<file path="src/rtl/lfsr_pkg.sv">
// lfsr_pkg: shared constants, state type and helpers for the LFSR encrypt stage
package lfsr_pkg;
    localparam logic [5:0] LFSR_TAPS [6] = '{6'h21, 6'h2D, 6'h30, 6'h33, 6'h36, 6'h39};
    localparam logic [7:0] PREAMBLE_CHAR = 8'h5F;
    typedef enum logic [2:0] {IDLE, LOAD, PRE, MSG, DONE} enc_state_t;
    // Out-of-range selects map to an empty tap set so the table is never over-indexed
    function automatic logic [5:0] taps_of(input logic [2:0] sel);
        return (sel > 3'd5) ? 6'h00 : LFSR_TAPS[sel];
    endfunction
    // A run is accepted only with a legal tap index and a nonzero seed
    function automatic logic cfg_ok(input logic [2:0] sel, input logic [5:0] sd);
        return (sel <= 3'd5) && (sd != 6'd0);
    endfunction
endpackage

</file>
<file path="src/rtl/lfsr6b.sv">
// lfsr6b: 6-bit Fibonacci LFSR with synchronous load and step enable
module lfsr6b (
    input  logic       clk,
    input  logic       init_n,
    input  logic       en,
    input  logic       init,
    input  logic [5:0] seed,
    input  logic [5:0] taps,
    output logic [5:0] q
);
    // Load takes priority over stepping; the feedback bit enters at the LSB
    always_ff @(posedge clk or negedge init_n)
        if (!init_n)
            q <= '0;
        else if (init)
            q <= seed;
        else if (en)
            q <= {q[4:0], ^(q & taps)};
endmodule

</file>
<file path="src/rtl/lfsr_encrypt_stage.sv">
// lfsr_encrypt_stage: writes a preamble plus LFSR-scrambled plaintext image into data memory
module lfsr_encrypt_stage
    import lfsr_pkg::*;
#(
    parameter int PRE_LEN  = 7,
    parameter int MSG_LEN  = 64,
    parameter int SRC_BASE = 0,
    parameter int DST_BASE = 64
) (
    input  logic       clk,
    input  logic       init_n,
    input  logic       start,
    input  logic [2:0] tap_sel,
    input  logic [5:0] seed,
    output logic [7:0] mem_raddr,
    input  logic [7:0] mem_rdata,
    output logic       mem_wr_en,
    output logic [7:0] mem_waddr,
    output logic [7:0] mem_wdata,
    output logic       busy,
    output logic       done,
    output logic       err
);
    if (DST_BASE + MSG_LEN - 1 > 255) begin : g_range_check
        $error("encrypted image does not fit in the 8-bit address space");
    end

    enc_state_t state, state_nx;
    logic [7:0] cnt;
    logic [2:0] tap_q;
    logic [5:0] seed_q;
    logic [5:0] s;
    logic       wr;

    // State register
    always_ff @(posedge clk or negedge init_n)
        if (!init_n)
            state <= IDLE;
        else
            state <= state_nx;

    // Run configuration and rejection flag, captured only when a start is accepted
    always_ff @(posedge clk or negedge init_n)
        if (!init_n) begin
            tap_q  <= '0;
            seed_q <= '0;
            err    <= 1'b0;
        end else if (state == IDLE && start) begin
            tap_q  <= tap_sel;
            seed_q <= seed;
            err    <= !cfg_ok(tap_sel, seed);
        end

    // Byte counter spans preamble and message so it doubles as the write offset
    always_ff @(posedge clk or negedge init_n)
        if (!init_n)
            cnt <= '0;
        else
            cnt <= (state == LOAD) ? 8'd0 : wr ? cnt + 8'd1 : cnt;

    // Next-state logic
    always_comb begin
        state_nx = state;
        case (state)
            IDLE:    state_nx = !start ? IDLE : cfg_ok(tap_sel, seed) ? LOAD : DONE;
            LOAD:    state_nx = PRE;
            PRE:     state_nx = (cnt == 8'(PRE_LEN - 1)) ? MSG : PRE;
            MSG:     state_nx = (cnt == 8'(MSG_LEN - 1)) ? DONE : MSG;
            DONE:    state_nx = IDLE;
            default: state_nx = IDLE;
        endcase
    end

    // Outputs; the read address runs one byte ahead so mem_rdata lines up with each MSG write
    always_comb begin
        wr        = (state == PRE) || (state == MSG);
        busy      = wr || (state == LOAD);
        done      = (state == DONE);
        mem_wr_en = wr;
        mem_waddr = wr ? 8'(DST_BASE) + cnt : 8'h00;
        mem_raddr = (state == MSG || (state == PRE && cnt == 8'(PRE_LEN - 1)))
                    ? 8'(SRC_BASE) + cnt + 8'd1 - 8'(PRE_LEN) : 8'h00;
        mem_wdata = (state == PRE) ? PREAMBLE_CHAR ^ {2'b00, s}
                  : (state == MSG) ? mem_rdata ^ {2'b00, s} : 8'h00;
    end

    lfsr6b u_lfsr (
        .clk    (clk),
        .init_n (init_n),
        .en     (wr),
        .init   (state == LOAD),
        .seed   (seed_q),
        .taps   (taps_of(tap_q)),
        .q      (s)
    );
endmodule

</file>
<file path="config.mk">
export PLATFORM = sky130hd
export DESIGN_NAME = lfsr_encrypt_stage
export DESIGN_NICKNAME = d
export VERILOG_FILES = /design/src/rtl/lfsr_pkg.sv /design/src/rtl/lfsr6b.sv /design/src/rtl/lfsr_encrypt_stage.sv
export SDC_FILE = /design/constraint.sdc
export NUM_CORES = 1
export LEC_CHECK = 0
export BUFFER_PORTS_ARGS = -buffer_cell sky130_fd_sc_hd__buf_4
export CORE_MARGIN = 2
export CORE_UTILIZATION = 53
export CTS_BUF_LIST = sky130_fd_sc_hd__clkbuf_16
export DETAILED_ROUTE_END_ITERATION = 8
export GPL_ROUTABILITY_DRIVEN = 0
export PLACE_DENSITY = 0.76
export SLEW_MARGIN = 20
export SYNTH_ARGS = -nofsm -noshare
export SYNTH_HDL_FRONTEND = slang
export SYNTH_HIERARCHICAL = 1
export SYNTH_SLANG_ARGS = --single-unit
export TNS_END_PERCENT = 50
</file>
<file path="constraint.sdc">
create_clock -name clk -period 2.6 [get_ports clk]
set_input_delay 0.13 -clock clk [delete_from_list [all_inputs] [get_ports clk]]
set_output_delay 0.13 -clock clk [all_outputs]
set_load 0.02 [all_outputs]
</file>
Word level (Yosys, flattened, before mapping):

Memory sizes are Yosys's and may differ from the RTL's.
Index checks and enable logic that the tools add are counted.

* add/subtract/negate cells: 3
* multiply operators: 0
* div/mod/pow operators: 0
* magnitude comparators: 3
* eq/ne operators: 6
* shift-type cells: 0
* mux-type cells: 16
* bitwise logic cells: 4
* reduce and logical (&&, ||, !) cells: 11

Operators with widths (count)
* 8-bit two-way mux: 6
* 6-bit two-way mux: 5
* 3-bit case mux with 4 select lines: 1
* 3-bit two-way mux: 3
* 7-bit by 8-bit adder with 8-bit output (first input constant): 1
* 8-bit by 1-bit adder with 8-bit output (second input constant): 1
* 8-bit by 3-bit == test with 1-bit output (second input constant): 1
* 8-bit by 6-bit == test with 1-bit output (second input constant): 1
* 8-bit by 3-bit subtractor with 8-bit output (second input constant): 1
* 8-bit by 6-bit bitwise XOR with 8-bit output: 1
* 6-bit bitwise AND: 1
* 3-bit by 2-bit == test with 1-bit output (second input constant): 2
* 5-bit NOT with 6-bit output: 1
* 6-bit nonzero test: 1
* 6-bit XOR reduction: 1
* 4-bit greater-or-equal comparator (second input constant): 1
* 3-bit NOT with 4-bit output: 1
* 3-bit by 1-bit == test with 1-bit output (second input constant): 1
* 3-bit == test (second input constant): 1
* 3-bit > comparator (second input constant): 1
* 3-bit less-or-equal comparator (second input constant): 1
* 1-bit logical AND: 3
* 3-bit zero test: 1
* 1-bit logical OR: 3
* other kinds (3): 3

* register bits: 27
* latch bits: 0
* RAM bits: 0
* bits in read-only memories: 48
* input bits: 20
* output and inout bits: 28
* logic and storage cells: 50
* memories: 1

Memories
* (no name shown): depth 8, width 6, read ports 1, clocked after Yosys merged registers in 0, wr ports 0, line lfsr_pkg.sv:8 `return (sel > 3'd5) ? 6'h00 : LFSR_TAPS[sel];`

Logic depth before layout (Yosys ltp):

Gate-level depths: netlist of run 1.

* depth in word-level cells: 9
* depth in mapped cells: 8
* depth with buffers taken out: 7

Cells and area by module:

The synthesis of run 1 kept the hierarchy.

By module, submodules not included
* lfsr_encrypt_stage: instances 1, cells an instance 190, area an instance 1592.8 um^2, seq. area each 525.5 um^2
* lfsr6b: instances 1, cells an instance 37, area an instance 357.8 um^2, seq. area each 150.1 um^2

Least setup slack after synthesis of run 1:

Ideal clock, no wire load.

* kind: reg2out
* start: register cnt[0]
* end: output port mem_raddr[5]
* data arrival time: 2105 ps
* required time: 2470 ps
* slack: 365 ps
* stages on the path, launching flop included: 8
* buffers on the path: 1
* path through: dfrtp_1 buf_6 inv_1 ha_1 o21ai_1 a2111o_1 and3_2 nor3_1

* cells in the longest elaborated chain, start to end: 4
* elaborated cells on any way between the ends: 6
* those cells by class: add/sub (2); eq/ne (1); mux (1); reduce/logical (2)

RTL lines
* start, declared: line lfsr_encrypt_stage.sv:29 `logic [7:0] cnt;`
* start signal, assigned: line lfsr_encrypt_stage.sv:59 `cnt <= (state == LOAD) ? 8'd0 : wr ? cnt + 8'd1 : cnt;`
* parallel branches: the longest is 3 deep, another holds 8-bit by 1-bit adder with 8-bit output
* 8-bit two-way mux (*): line lfsr_encrypt_stage.sv:82 `? 8'(SRC_BASE) + cnt + 8'd1 - 8'(PRE_LEN) : 8'h00;`
* end, declared: line lfsr_encrypt_stage.sv:15 `output logic [7:0] mem_raddr,`

Every way passes the cells marked *.

Final worst setup path of run 1:

* start: register cnt[0]
* end: output port mem_raddr[7]

Same word-level chain as after synthesis.

==> results of run 1 <==
cell usage after synthesis, drive strengths merged, types with 2 or more instances:
cell type,count
inv,8
and2,6
mux2i,6
a22o,2
o21ai,21
nand2b,9
nor2,26
or2,2
buf,6
nor3,4
clkbuf,8
nand2,24
dfrtp,27
xor2,5
xnor2,13
a2111o,2
a31oi,2
a21oi,8
nor3b,5
nand3,6
nor4,3
ha,4
and3,4
mux2,9
repair_timing:
| action | in CTS | in global routing |
|---|---|---|
| hold buffers | 1 | 0 |
| resized for setup | 0 | 1 |
| endpoints found under the hold margin | 27 | 0 |
| setup endpoints to repair | 0 | 1 |
flip-flops by register name (all words and copies together) (netlist names):
name	flops
state	3
cnt	8
tap_q	3
seed_q	6
u_lfsr/q	6
err	1
path summary, 6_finish.rpt:
path,slack [ns],end,cells past startpoint,start
max in group asynchronous,2.03,u_lfsr/q[1],2,init_n
hold reg to reg,0.49,u_lfsr/q[5],2,seed_q[5]
setup reg to reg,0.64,state[2],6,cnt[1]
min in group asynchronous,0.31,seed_q[5],2,init_n
hold / removal,0.1,tap_q[0],2,tap_sel[0]
setup / recovery,0.09,mem_raddr[7],7,cnt[0]
layer usage:
layer	track usage	vias to the layer above	wire length, um
met3	0.0313	2	202
met1	0.313	799	2100
met5	0	-	0
met2	0.311	44	1820
li1	-	866	-
met4	0.0399	0	20
power by group through the flow:
stage	Clock, uW	Sequential (uW)	Combinational [uW]
3_5_place_dp	0	428	63.2
6_report	362	420	62.8
2_1_floorplan	0	428	21.0
5_1_grt	386	420	69.3
3_3_place_gp	0	428	62.9
4_1_cts	366	420	64.4
final cells by class:
cell class              count  area, um2
inverters                   9       36.3
repair buffers             53        400
clock buffers               3       75.1
fillers                   315       1180
flip-flops and latches     27        676
multi-input cells         177       1160
well taps                  48       60.1
clock inverters             1       8.76
critical path, stage by stage (launching register included):
cell	delay (ns)
sky130_fd_sc_hd__dfrtp_1	0.44
sky130_fd_sc_hd__inv_1	0.12
sky130_fd_sc_hd__ha_1	0.38
sky130_fd_sc_hd__o21ai_1	0.08
sky130_fd_sc_hd__a2111o_1	0.47
sky130_fd_sc_hd__a2111o_1	0.43
sky130_fd_sc_hd__o21ai_2	0.06
sky130_fd_sc_hd__buf_4	0.14
cell families after synthesis:
family | Yosys count
AO/OA/AOI/OAI | 44
buffers and inverters | 23
flip-flops | 27
multiplexers | 15
AND/OR/NAND/NOR | 95
adder cells (fa/ha/maj) | 4
XOR/XNOR | 19
stage by stage:
| step | hold WS [ns] | setup WS, ns |
|---|---|---|
| after floorplan | -0.166 | 0.365 |
| after global placement | 0.0635 | 0.408 |
| after detailed placement | 0.0621 | 0.327 |
| after CTS | 0.0991 | 0.0354 |
| after global routing | 0.101 | 0.0193 |
| final | 0.0984 | 0.0917 |
==> flow_results.xml, run 1 <==
<?xml version="1.0" encoding="UTF-8"?>
<metrics>
  <group name="worst_setup_path">
    <metric name="cp.required" unit="ns">2.47</metric>
    <metric name="cp_max_fo" unit="">6</metric>
    <metric name="worst_setup_path_end_kind" unit="">output port</metric>
    <metric name="worstPathArrival" unit="ns">2.38</metric>
    <metric name="worstSetupPathType" unit="">reg -&gt; out</metric>
    <metric name="start_kind" unit="">register</metric>
  </group>
  <group name="place">
    <metric name="dp.final_hpwl" unit="um">3110</metric>
    <metric name="io_buffers" unit="">47</metric>
    <metric name="placement.cell_area" unit="um2">2320</metric>
    <metric name="place_inst" unit="">313</metric>
  </group>
  <group name="global_route">
    <metric name="grt_pass1_wl" unit="um">6670</metric>
    <metric name="first_global_vias" unit="">1425</metric>
    <metric name="pin_count_of_the_biggest_net_entering_global_routing" unit="">28</metric>
    <metric name="grt_use_total" unit="">0.205</metric>
    <metric name="grt_antenna_before_repair" unit="">0</metric>
    <metric name="overflow" unit="">0</metric>
  </group>
  <group name="power_and_ir_drop">
    <metric name="p_sw_frac" unit="">0.211</metric>
    <metric name="total_leakage_power" unit="uW">0.00116</metric>
    <metric name="cellInternalPower" unit="uW">666</metric>
    <metric name="total_power" unit="uW">844</metric>
    <metric name="powerDensity" unit="nW/um2">349</metric>
    <metric name="pwr-share-comb" unit="">0.074</metric>
    <metric name="vdd_drop_max" unit="mV">0.409</metric>
    <metric name="clkPwrFrac" unit="">0.429</metric>
    <metric name="power.net_switching" unit="uW">178</metric>
    <metric name="seq_power_share" unit="">0.497</metric>
  </group>
  <group name="route">
    <metric name="post_drt_via_cell_ratio" unit="">5.38</metric>
    <metric name="drt-initial-drc-count" unit="">63</metric>
    <metric name="vias" unit="">1711</metric>
    <metric name="drt_drc_violations_left" unit="">0</metric>
    <metric name="antenna_left" unit="">0</metric>
    <metric name="wirelength" unit="um">4150</metric>
    <metric name="drt-wirelength-per-cell" unit="um">13.0</metric>
    <metric name="drt_pass1_iterations" unit="">4</metric>
  </group>
  <group name="sta">
    <metric name="maxSlewViolCount" unit="">0</metric>
    <metric name="final.min_clock_period" unit="ns">2.51</metric>
    <metric name="final.setup.tns" unit="ns">0</metric>
    <metric name="final-setup-viol-count" unit="">0</metric>
    <metric name="max_slew_margin" unit="">0.694</metric>
    <metric name="unrepaired_setup_endpoints_after_global_routing" unit="">no</metric>
    <metric name="worstMarginPinSlew" unit="ns">0.459</metric>
    <metric name="fmaxAchievable" unit="GHz">0.399</metric>
    <metric name="timing.final.hold_violations" unit="">0</metric>
    <metric name="clock_skew_after_layout" unit="ns">0.00409</metric>
    <metric name="fin_crit_sh" unit="">0.965</metric>
  </group>
  <group name="finish">
    <metric name="layout_commonest_cell" unit="">sky130_fd_sc_hd__buf_4</metric>
    <metric name="final_core_util" unit="">0.671</metric>
    <metric name="stdcell_count" unit="">318</metric>
    <metric name="design.final.nets" unit="">295</metric>
    <metric name="final_layout_size_suffix_gt1_frac" unit="">0.296</metric>
    <metric name="fin_area" unit="um2">2420</metric>
    <metric name="most-common-layout-cells" unit="">52 x sky130_fd_sc_hd__buf_4, 27 x sky130_fd_sc_hd__dfrtp_1, 26 x sky130_fd_sc_hd__nor2_1, 22 x sky130_fd_sc_hd__nand2_1, 17 x sky130_fd_sc_hd__o21ai_0</metric>
    <metric name="area_growth" unit="%">24.1</metric>
    <metric name="n_antenna_cell" unit="">0</metric>
  </group>
  <group name="synthesis">
    <metric name="synth_xor_xnor_area_share" unit="">0.0962</metric>
    <metric name="syn-instance-count" unit="">227</metric>
    <metric name="warnings_from_yosys" unit="">6</metric>
    <metric name="yosys.area_share.simple" unit="">0.248</metric>
    <metric name="yosys-top-cells-area" unit="">sky130_fd_sc_hd__dfrtp_1 35%, sky130_fd_sc_hd__xnor2_1 5.4%, sky130_fd_sc_hd__mux2_2 5.2%</metric>
    <metric name="synth_area" unit="um2">1950</metric>
    <metric name="yosys_most_used_dff" unit="">sky130_fd_sc_hd__dfrtp_1</metric>
    <metric name="synth-edff-count" unit="">0</metric>
    <metric name="synth_compound_area_frac" unit="">0.143</metric>
    <metric name="number_of_library_cell_types_mapped_by_synthesis" unit="">52</metric>
    <metric name="post-synth-top-area-cell" unit="">sky130_fd_sc_hd__dfrtp_1</metric>
    <metric name="synthArstFlopShare" unit="">1.00</metric>
    <metric name="synth_top_family_by_area" unit="">simple AND/OR/NAND/NOR gates</metric>
    <metric name="synth_seq_area_share" unit="">0.346</metric>
    <metric name="synthMuxAreaShare" unit="">0.0827</metric>
    <metric name="postSynthRegisterBits" unit="">27</metric>
    <metric name="netlist.area_leader.share" unit="">0.346</metric>
    <metric name="avgSynthCellArea" unit="um2">8.59</metric>
    <metric name="syn_nets" unit="">251</metric>
    <metric name="synth_fa_ha_area_frac" unit="">0.0257</metric>
  </group>
  <group name="clock_tree">
    <metric name="post-cts-setup-buffers" unit="">0</metric>
    <metric name="clk_pin_slew_worst_paths" unit="ns">0.07</metric>
    <metric name="cts_max_path_buffers" unit="">2</metric>
    <metric name="cts_buffers" unit="">3</metric>
    <metric name="clock-sinks" unit="">27</metric>
    <metric name="h-tree-depth" unit="">1</metric>
    <metric name="clk_root_buffer_cell" unit="">sky130_fd_sc_hd__clkbuf_16</metric>
    <metric name="clock_latency" unit="ns">0.26</metric>
    <metric name="tritoncts" unit="">built</metric>
  </group>
  <group name="status">
    <metric name="status" unit="">completed</metric>
  </group>
  <group name="flow_run">
    <metric name="maxCapViolations" unit="">0</metric>
  </group>
  <group name="floorplanning">
    <metric name="ios" unit="">48</metric>
    <metric name="initial_core_util" unit="">0.541</metric>
    <metric name="die_height" unit="um">64.7</metric>
    <metric name="die_w" unit="um">64.7</metric>
    <metric name="floorplan.core_area" unit="um2">3610</metric>
    <metric name="core.rowCount" unit="">22</metric>
    <metric name="die-area" unit="um2">4180</metric>
  </group>
  <group name="min_path">
    <metric name="hp-class" unit="">in -&gt; reg</metric>
  </group>
</metrics>
(Power assumes the default switching activity.)
==> run 2, diff against run 1 <==
--- a/config.mk
+++ b/config.mk
@@ -7,11 +7,11 @@
 export LEC_CHECK = 0
 export BUFFER_PORTS_ARGS = -buffer_cell sky130_fd_sc_hd__buf_4
 export CORE_MARGIN = 2
-export CORE_UTILIZATION = 53
+export CORE_UTILIZATION = 43
 export CTS_BUF_LIST = sky130_fd_sc_hd__clkbuf_16
 export DETAILED_ROUTE_END_ITERATION = 8
 export GPL_ROUTABILITY_DRIVEN = 0
-export PLACE_DENSITY = 0.76
+export PLACE_DENSITY_LB_ADDON = 0.1
 export SLEW_MARGIN = 20
 export SYNTH_ARGS = -nofsm -noshare
 export SYNTH_HDL_FRONTEND = slang
==> flow_results.xml, run 2 (same netlist as run 1, synthesis figures left out) <==
<?xml version="1.0" encoding="UTF-8"?>
<metrics>
  <group name="status">
    <metric name="status" unit="">completed</metric>
  </group>
  <group name="worst_setup_path">
    <metric name="cp_max_fo" unit="">9</metric>
    <metric name="critPathSlowestCell" unit="">sky130_fd_sc_hd__dfrtp_1</metric>
    <metric name="timing.critical_path.mode_cell" unit="">sky130_fd_sc_hd__a2111o_1</metric>
    <metric name="critPathTopFamily" unit="">compound AO/OA/AOI/OAI gates</metric>
    <metric name="start_kind" unit="">register</metric>
    <metric name="path_buf_inv" unit="">1</metric>
    <metric name="worstSetupPathType" unit="">reg -&gt; out</metric>
    <metric name="worstPathArrival" unit="ns">2.35</metric>
    <metric name="cp.required" unit="ns">2.47</metric>
    <metric name="timing.critical_path.cells" unit="">ha_4 &gt; o21ai_1 &gt; a2111o_1 &gt; a2111o_1 &gt; o21ai_2 &gt; buf_4</metric>
    <metric name="max_stage_delay" unit="ns">0.52</metric>
    <metric name="worst_setup_path_end_kind" unit="">output port</metric>
  </group>
  <group name="finish">
    <metric name="reg_top3" unit="">cnt x8, seed_q x6, u_lfsr/q x6</metric>
    <metric name="final_layout_size_suffix_gt1_frac" unit="">0.304</metric>
    <metric name="layout_commonest_cell" unit="">sky130_fd_sc_hd__buf_4</metric>
    <metric name="fin_area" unit="um2">2450</metric>
    <metric name="largest_register_ffs" unit="">8</metric>
    <metric name="design.final.nets" unit="">295</metric>
    <metric name="area_growth" unit="%">25.6</metric>
    <metric name="most-common-layout-cells" unit="">52 x sky130_fd_sc_hd__buf_4, 26 x sky130_fd_sc_hd__nor2_1, 26 x sky130_fd_sc_hd__dfrtp_1, 22 x sky130_fd_sc_hd__nand2_1, 17 x sky130_fd_sc_hd__o21ai_0</metric>
    <metric name="n_antenna_cell" unit="">0</metric>
    <metric name="fillerInstances" unit="">403</metric>
    <metric name="max_flop_register" unit="">cnt</metric>
  </group>
  <group name="clock_tree">
    <metric name="cts_buffers" unit="">3</metric>
    <metric name="post-cts-setup-buffers" unit="">0</metric>
    <metric name="clk_root_buffer_cell" unit="">sky130_fd_sc_hd__clkbuf_16</metric>
    <metric name="tritoncts" unit="">built</metric>
    <metric name="clock_latency" unit="ns">0.26</metric>
    <metric name="cts_max_path_buffers" unit="">2</metric>
    <metric name="h-tree-depth" unit="">1</metric>
    <metric name="clock-sinks" unit="">27</metric>
    <metric name="clk_pin_slew_worst_paths" unit="ns">0.07</metric>
  </group>
  <group name="global_route">
    <metric name="grt_use_total" unit="">0.188</metric>
    <metric name="overflow" unit="">0</metric>
    <metric name="first_global_vias" unit="">1588</metric>
    <metric name="grt_antenna_before_repair" unit="">0</metric>
    <metric name="pin_count_of_the_biggest_net_entering_global_routing" unit="">28</metric>
    <metric name="grt_pass1_wl" unit="um">7690</metric>
  </group>
  <group name="place">
    <metric name="io_buffers" unit="">47</metric>
    <metric name="dp.final_hpwl" unit="um">3280</metric>
    <metric name="placement.cell_area" unit="um2">2330</metric>
  </group>
  <group name="sta">
    <metric name="maxSlewViolCount" unit="">0</metric>
    <metric name="worstMarginPinSlew" unit="ns">0.485</metric>
    <metric name="fmaxAchievable" unit="GHz">0.404</metric>
    <metric name="unrepaired_setup_endpoints_after_global_routing" unit="">yes</metric>
    <metric name="clock_skew_after_layout" unit="ns">0.00213</metric>
    <metric name="timing.final.hold_violations" unit="">0</metric>
    <metric name="final.min_clock_period" unit="ns">2.48</metric>
    <metric name="fin_crit_sh" unit="">0.952</metric>
    <metric name="max_slew_margin" unit="">0.677</metric>
    <metric name="final-setup-viol-count" unit="">0</metric>
  </group>
  <group name="floorplanning">
    <metric name="core.rowCount" unit="">24</metric>
    <metric name="die_height" unit="um">71.4</metric>
    <metric name="ios" unit="">48</metric>
    <metric name="initial_core_util" unit="">0.448</metric>
    <metric name="floorplan.core_area" unit="um2">4350</metric>
    <metric name="die_w" unit="um">71.4</metric>
    <metric name="die-area" unit="um2">5090</metric>
  </group>
  <group name="power_and_ir_drop">
    <metric name="p_sw_frac" unit="">0.211</metric>
    <metric name="total_power" unit="uW">845</metric>
    <metric name="clkPwrFrac" unit="">0.428</metric>
    <metric name="powerDensity" unit="nW/um2">345</metric>
    <metric name="cellInternalPower" unit="uW">666</metric>
    <metric name="vdd_drop_max" unit="mV">0.327</metric>
    <metric name="pwr-share-comb" unit="">0.075</metric>
    <metric name="power.net_switching" unit="uW">178</metric>
    <metric name="total_leakage_power" unit="uW">0.00116</metric>
    <metric name="seq_power_share" unit="">0.497</metric>
  </group>
  <group name="route">
    <metric name="drt_drc_violations_left" unit="">0</metric>
    <metric name="drt-wirelength-per-cell" unit="um">13.6</metric>
    <metric name="wirelength" unit="um">4390</metric>
    <metric name="antenna_left" unit="">0</metric>
    <metric name="drt-initial-drc-count" unit="">135</metric>
    <metric name="post_drt_via_cell_ratio" unit="">5.26</metric>
    <metric name="vias" unit="">1695</metric>
    <metric name="drt_pass1_iterations" unit="">4</metric>
  </group>
  <group name="flow_run">
    <metric name="maxCapViolations" unit="">0</metric>
  </group>
  <group name="min_path">
    <metric name="hp-class" unit="">in -&gt; reg</metric>
  </group>
</metrics>
-- run 2: power groups by stage --
| stage | registers, uW | logic [uW] | clock network [uW] |
|---|---|---|---|
| 2_1_floorplan | 428 | 21.0 | 0 |
| 3_3_place_gp | 428 | 63.3 | 0 |
| 3_5_place_dp | 428 | 63.6 | 0 |
| 4_1_cts | 420 | 65.0 | 375 |
| 5_1_grt | 419 | 70.3 | 395 |
| 6_report | 420 | 63.2 | 362 |
-- run 2: cell type report --
type | instances | area, um2 | share of cell area
clock buffer | 3 | 75.1 | 0.0306
timing repair buffer | 53 | 400 | 0.163
sequential | 27 | 677 | 0.276
clock inverter | 1 | 8.76 | 0.00358
tap | 52 | 65.1 | 0.0266
multi-input combinational | 177 | 1190 | 0.485
inverter | 9 | 36.3 | 0.0148
-- run 2: layer usage --
| layer | vias up | wire, um | GRT usage |
|---|---|---|---|
| li1 | 867 | - | - |
| met1 | 775 | 2310 | 0.297 |
| met2 | 48 | 1800 | 0.265 |
| met3 | 5 | 236 | 0.0352 |
| met4 | 0 | 40 | 0.0440 |
| met5 | - | 0 | 0 |
-- run 2: what timing repair did --
| item | CTS | global route |
|---|---|---|
| hold buffers | 1 | 0 |
| gates resized for setup | 0 | 4 |
| hold endpoints to repair | 27 | 0 |
| setup endpoints to repair | 0 | 2 |
-- run 2: path summary, 6_finish.rpt --
check                                start            to  slack [ns]  cells after the start
worst max-delay path                cnt[1]  mem_raddr[7]        0.12                      6
worst max register to register      cnt[1]      state[2]        0.62                      6
worst min register to register   seed_q[3]   u_lfsr/q[3]        0.50                      2
worst min-delay path            tap_sel[0]      tap_q[0]        0.10                      2
min in group asynchronous           init_n        cnt[6]        0.31                      2
max in group asynchronous           init_n        cnt[0]        2.01                      2
-- run 2: metrics by stage --
| stage | cells | utilization | setup TNS [ns] | setup slack, ns | hold WS [ns] |
|---|---|---|---|---|---|
| 2_1_floorplan | 227 | - | 0 | 0.365 | -0.166 |
| 3_3_place_gp | 317 | 0.535 | 0 | 0.382 | 0.0678 |
| 3_5_place_dp | 317 | 0.535 | 0 | 0.327 | 0.0673 |
| 4_1_cts | 322 | 0.557 | 0 | 0.0261 | 0.0962 |
| 5_1_grt | 322 | 0.563 | -0.0393 | -0.0393 | 0.105 |
| 6_report | 322 | 0.563 | 0 | 0.125 | 0.100 |
==> run 3, diff against run 2 <==
--- a/config.mk
+++ b/config.mk
@@ -11,7 +11,7 @@
 export CTS_BUF_LIST = sky130_fd_sc_hd__clkbuf_16
 export DETAILED_ROUTE_END_ITERATION = 8
 export GPL_ROUTABILITY_DRIVEN = 0
-export PLACE_DENSITY_LB_ADDON = 0.1
+export PLACE_DENSITY = 0.76
 export SLEW_MARGIN = 20
 export SYNTH_ARGS = -nofsm -noshare
 export SYNTH_HDL_FRONTEND = slang
==> flow_results.xml, run 3 (same netlist as run 1, synthesis figures left out) <==
<?xml version="1.0" encoding="UTF-8"?>
<metrics>
  <group name="route">
    <metric name="antenna_left" unit="">0</metric>
    <metric name="drt_pass1_iterations" unit="">4</metric>
    <metric name="vias" unit="">1744</metric>
    <metric name="drt-wirelength-per-cell" unit="um">13.8</metric>
    <metric name="wirelength" unit="um">4470</metric>
    <metric name="detailroute.wirelength.met2" unit="um">2060</metric>
    <metric name="met3WireLength" unit="um">208</metric>
    <metric name="drt-initial-drc-count" unit="">130</metric>
    <metric name="top_layer" unit="">met4</metric>
    <metric name="detail_route.wirelength.met1" unit="um">2150</metric>
    <metric name="drt_drc_violations_left" unit="">0</metric>
    <metric name="post_drt_via_cell_ratio" unit="">5.38</metric>
  </group>
  <group name="finish">
    <metric name="fillerInstances" unit="">403</metric>
    <metric name="n_antenna_cell" unit="">0</metric>
    <metric name="max_flop_register" unit="">cnt</metric>
    <metric name="reg_top3" unit="">cnt x8, seed_q x6, u_lfsr/q x6</metric>
    <metric name="final_layout_size_suffix_gt1_frac" unit="">0.305</metric>
    <metric name="largest_register_ffs" unit="">8</metric>
    <metric name="layout_commonest_cell" unit="">sky130_fd_sc_hd__buf_4</metric>
    <metric name="most-common-layout-cells" unit="">54 x sky130_fd_sc_hd__buf_4, 26 x sky130_fd_sc_hd__nor2_1, 26 x sky130_fd_sc_hd__dfrtp_1, 22 x sky130_fd_sc_hd__nand2_1, 17 x sky130_fd_sc_hd__o21ai_0</metric>
    <metric name="area_growth" unit="%">26.1</metric>
    <metric name="design.final.nets" unit="">297</metric>
  </group>
  <group name="min_path">
    <metric name="min_from" unit="">tap_sel[0]</metric>
    <metric name="holdPathEnd" unit="">tap_q[0]</metric>
    <metric name="min_path_cells" unit="">2</metric>
    <metric name="hp-class" unit="">in -&gt; reg</metric>
  </group>
  <group name="worst_setup_path">
    <metric name="r2r_endpoint" unit="">state[2]</metric>
    <metric name="r2r_setup_slack" unit="ns">0.60</metric>
    <metric name="worstSetupPathType" unit="">reg -&gt; out</metric>
    <metric name="critPathSlowestCell" unit="">sky130_fd_sc_hd__dfrtp_2</metric>
    <metric name="start_kind" unit="">register</metric>
    <metric name="timing.rr.start" unit="">cnt[1]</metric>
    <metric name="timing.critical_path.cells" unit="">inv_1 &gt; ha_4 &gt; nor3b_1 &gt; a2111o_1 &gt; a2111o_1 &gt; o21ai_2 &gt; buf_4</metric>
    <metric name="cp.required" unit="ns">2.47</metric>
    <metric name="max_stage_delay" unit="ns">0.46</metric>
    <metric name="worstPathArrival" unit="ns">2.34</metric>
    <metric name="timing.reg2reg.worst_path_depth" unit="">6</metric>
    <metric name="path_buf_inv" unit="">2</metric>
    <metric name="timing.critical_path.mode_cell" unit="">sky130_fd_sc_hd__a2111o_1</metric>
    <metric name="worst_setup_path_end_kind" unit="">output port</metric>
    <metric name="cp_max_fo" unit="">9</metric>
    <metric name="critical_path_cell_count" unit="">7</metric>
    <metric name="critPathTopFamily" unit="">compound AO/OA/AOI/OAI gates</metric>
  </group>
  <group name="global_route">
    <metric name="pin_count_of_the_biggest_net_entering_global_routing" unit="">28</metric>
    <metric name="grt_antenna_before_repair" unit="">0</metric>
    <metric name="first_global_vias" unit="">1553</metric>
    <metric name="grt_use_total" unit="">0.179</metric>
    <metric name="overflow" unit="">0</metric>
    <metric name="grt_pass1_wl" unit="um">7400</metric>
  </group>
  <group name="clock_tree">
    <metric name="clk_pin_slew_worst_paths" unit="ns">0.06</metric>
    <metric name="tritoncts" unit="">built</metric>
    <metric name="clock-sinks" unit="">27</metric>
    <metric name="clock_latency" unit="ns">0.26</metric>
    <metric name="clk_root_buffer_cell" unit="">sky130_fd_sc_hd__clkbuf_16</metric>
    <metric name="cts_buffers" unit="">3</metric>
    <metric name="cts_max_path_buffers" unit="">2</metric>
    <metric name="h-tree-depth" unit="">1</metric>
  </group>
  <group name="power_and_ir_drop">
    <metric name="total_leakage_power" unit="uW">0.00117</metric>
    <metric name="cellInternalPower" unit="uW">660</metric>
    <metric name="seq_power_share" unit="">0.508</metric>
    <metric name="p_sw_frac" unit="">0.202</metric>
    <metric name="pwr-share-comb" unit="">0.077</metric>
    <metric name="clkPwrFrac" unit="">0.415</metric>
    <metric name="total_power" unit="uW">827</metric>
    <metric name="powerDensity" unit="nW/um2">336</metric>
    <metric name="vdd_drop_max" unit="mV">0.202</metric>
    <metric name="power.net_switching" unit="uW">167</metric>
  </group>
  <group name="sta">
    <metric name="fin_crit_sh" unit="">0.949</metric>
    <metric name="fmaxAchievable" unit="GHz">0.405</metric>
    <metric name="unrepaired_setup_endpoints_after_global_routing" unit="">no</metric>
    <metric name="clock_skew_after_layout" unit="ns">0.00382</metric>
    <metric name="final.min_clock_period" unit="ns">2.47</metric>
    <metric name="worstMarginPinSlew" unit="ns">0.460</metric>
    <metric name="final.setup.tns" unit="ns">0</metric>
    <metric name="timing.final.hold_violations" unit="">0</metric>
    <metric name="max_slew_margin" unit="">0.693</metric>
    <metric name="final-setup-viol-count" unit="">0</metric>
    <metric name="final_critical_path_setup_slack" unit="ns">0.132</metric>
    <metric name="maxSlewViolCount" unit="">0</metric>
  </group>
  <group name="floorplanning">
    <metric name="die-area" unit="um2">5090</metric>
    <metric name="core.rowCount" unit="">24</metric>
    <metric name="initial_core_util" unit="">0.448</metric>
    <metric name="ios" unit="">48</metric>
    <metric name="floorplan.core_area" unit="um2">4350</metric>
    <metric name="die_height" unit="um">71.4</metric>
    <metric name="die_w" unit="um">71.4</metric>
  </group>
  <group name="status">
    <metric name="status" unit="">completed</metric>
  </group>
  <group name="flow_run">
    <metric name="maxCapViolations" unit="">0</metric>
  </group>
  <group name="place">
    <metric name="io_buffers" unit="">47</metric>
    <metric name="dp.final_hpwl" unit="um">3310</metric>
    <metric name="pre_cts_slack" unit="ns">0.268</metric>
  </group>
</metrics>
==> run 3: cell count changes in the layout (fill, tap and decap cells not counted) <==
cell,before,now
sky130_fd_sc_hd__inv_6,1,0
sky130_fd_sc_hd__inv_1,6,7
sky130_fd_sc_hd__buf_4,52,54
==> run 3: power by group through the flow <==
stage	combinational (uW)	clock (uW)	sequential, uW
6_report	63.4	343	420
5_1_grt	69.4	366	420
4_1_cts	64.7	351	420
3_5_place_dp	63.4	0	428
3_3_place_gp	62.6	0	428
2_1_floorplan	21.0	0	428
==> run 3: worst max-delay path by stage <==
stage / endpoint / slack (ns) / from
4_1_cts: mem_raddr[7] / 0.06 / cnt[0]
3_5_place_dp: mem_raddr[7] / 0.27 / cnt[0]
3_3_place_gp: mem_raddr[7] / 0.31 / cnt[0]
2_1_floorplan: mem_raddr[5] / 0.36 / cnt[0]
6_report: mem_raddr[7] / 0.13 / cnt[0]
5_1_grt: mem_raddr[7] / 0.02 / cnt[0]
==> run 3: metal layers <==
layer,vias to the layer above,global-route usage
li1,867,-
met1,829,0.255
met3,5,0.0281
met5,-,0
met2,43,0.284
met4,0,0.0545
==> run 3: worst reg2reg max path, stage by stage (launching register included) <==
cell	delay, ns
sky130_fd_sc_hd__dfrtp_1	0.53
sky130_fd_sc_hd__ha_4	0.28
sky130_fd_sc_hd__and3_1	0.25
sky130_fd_sc_hd__and3_1	0.23
sky130_fd_sc_hd__and2_1	0.18
sky130_fd_sc_hd__and3_1	0.21
sky130_fd_sc_hd__o21ba_2	0.21
==> run 3: stage by stage <==
step / util / instance area (um2) / hold slack (ns) / instances
after floorplan: - / 1950 / -0.166 / 227
after global placement: 0.535 / 2330 / 0.0617 / 317
after detailed placement: 0.535 / 2330 / 0.0613 / 317
after CTS: 0.556 / 2420 / 0.0990 / 322
after global routing: 0.565 / 2460 / 0.100 / 324
final: 0.565 / 2460 / 0.103 / 324
==> run 3: final cells by class <==
type	count	area, um2	share of cell area
Multi-Input combinational cell	177	1190	0.483
Sequential cell	27	677	0.275
Clock inverter	1	3.75	0.00153
Timing Repair Buffer	55	415	0.169
Inverter	9	36.3	0.0148
Clock buffer	3	75.1	0.0305
Tap cell	52	65.1	0.0264
==> run 3: repair_timing <==
action                                  4_1_cts  5_1_grt
gates resized for setup                       2        3
hold buffers                                  1        0
hold endpoints to repair                     27        0
setup buffers                                 0        2
endpoints found under the setup margin        2        3
pin swaps                                     0        1
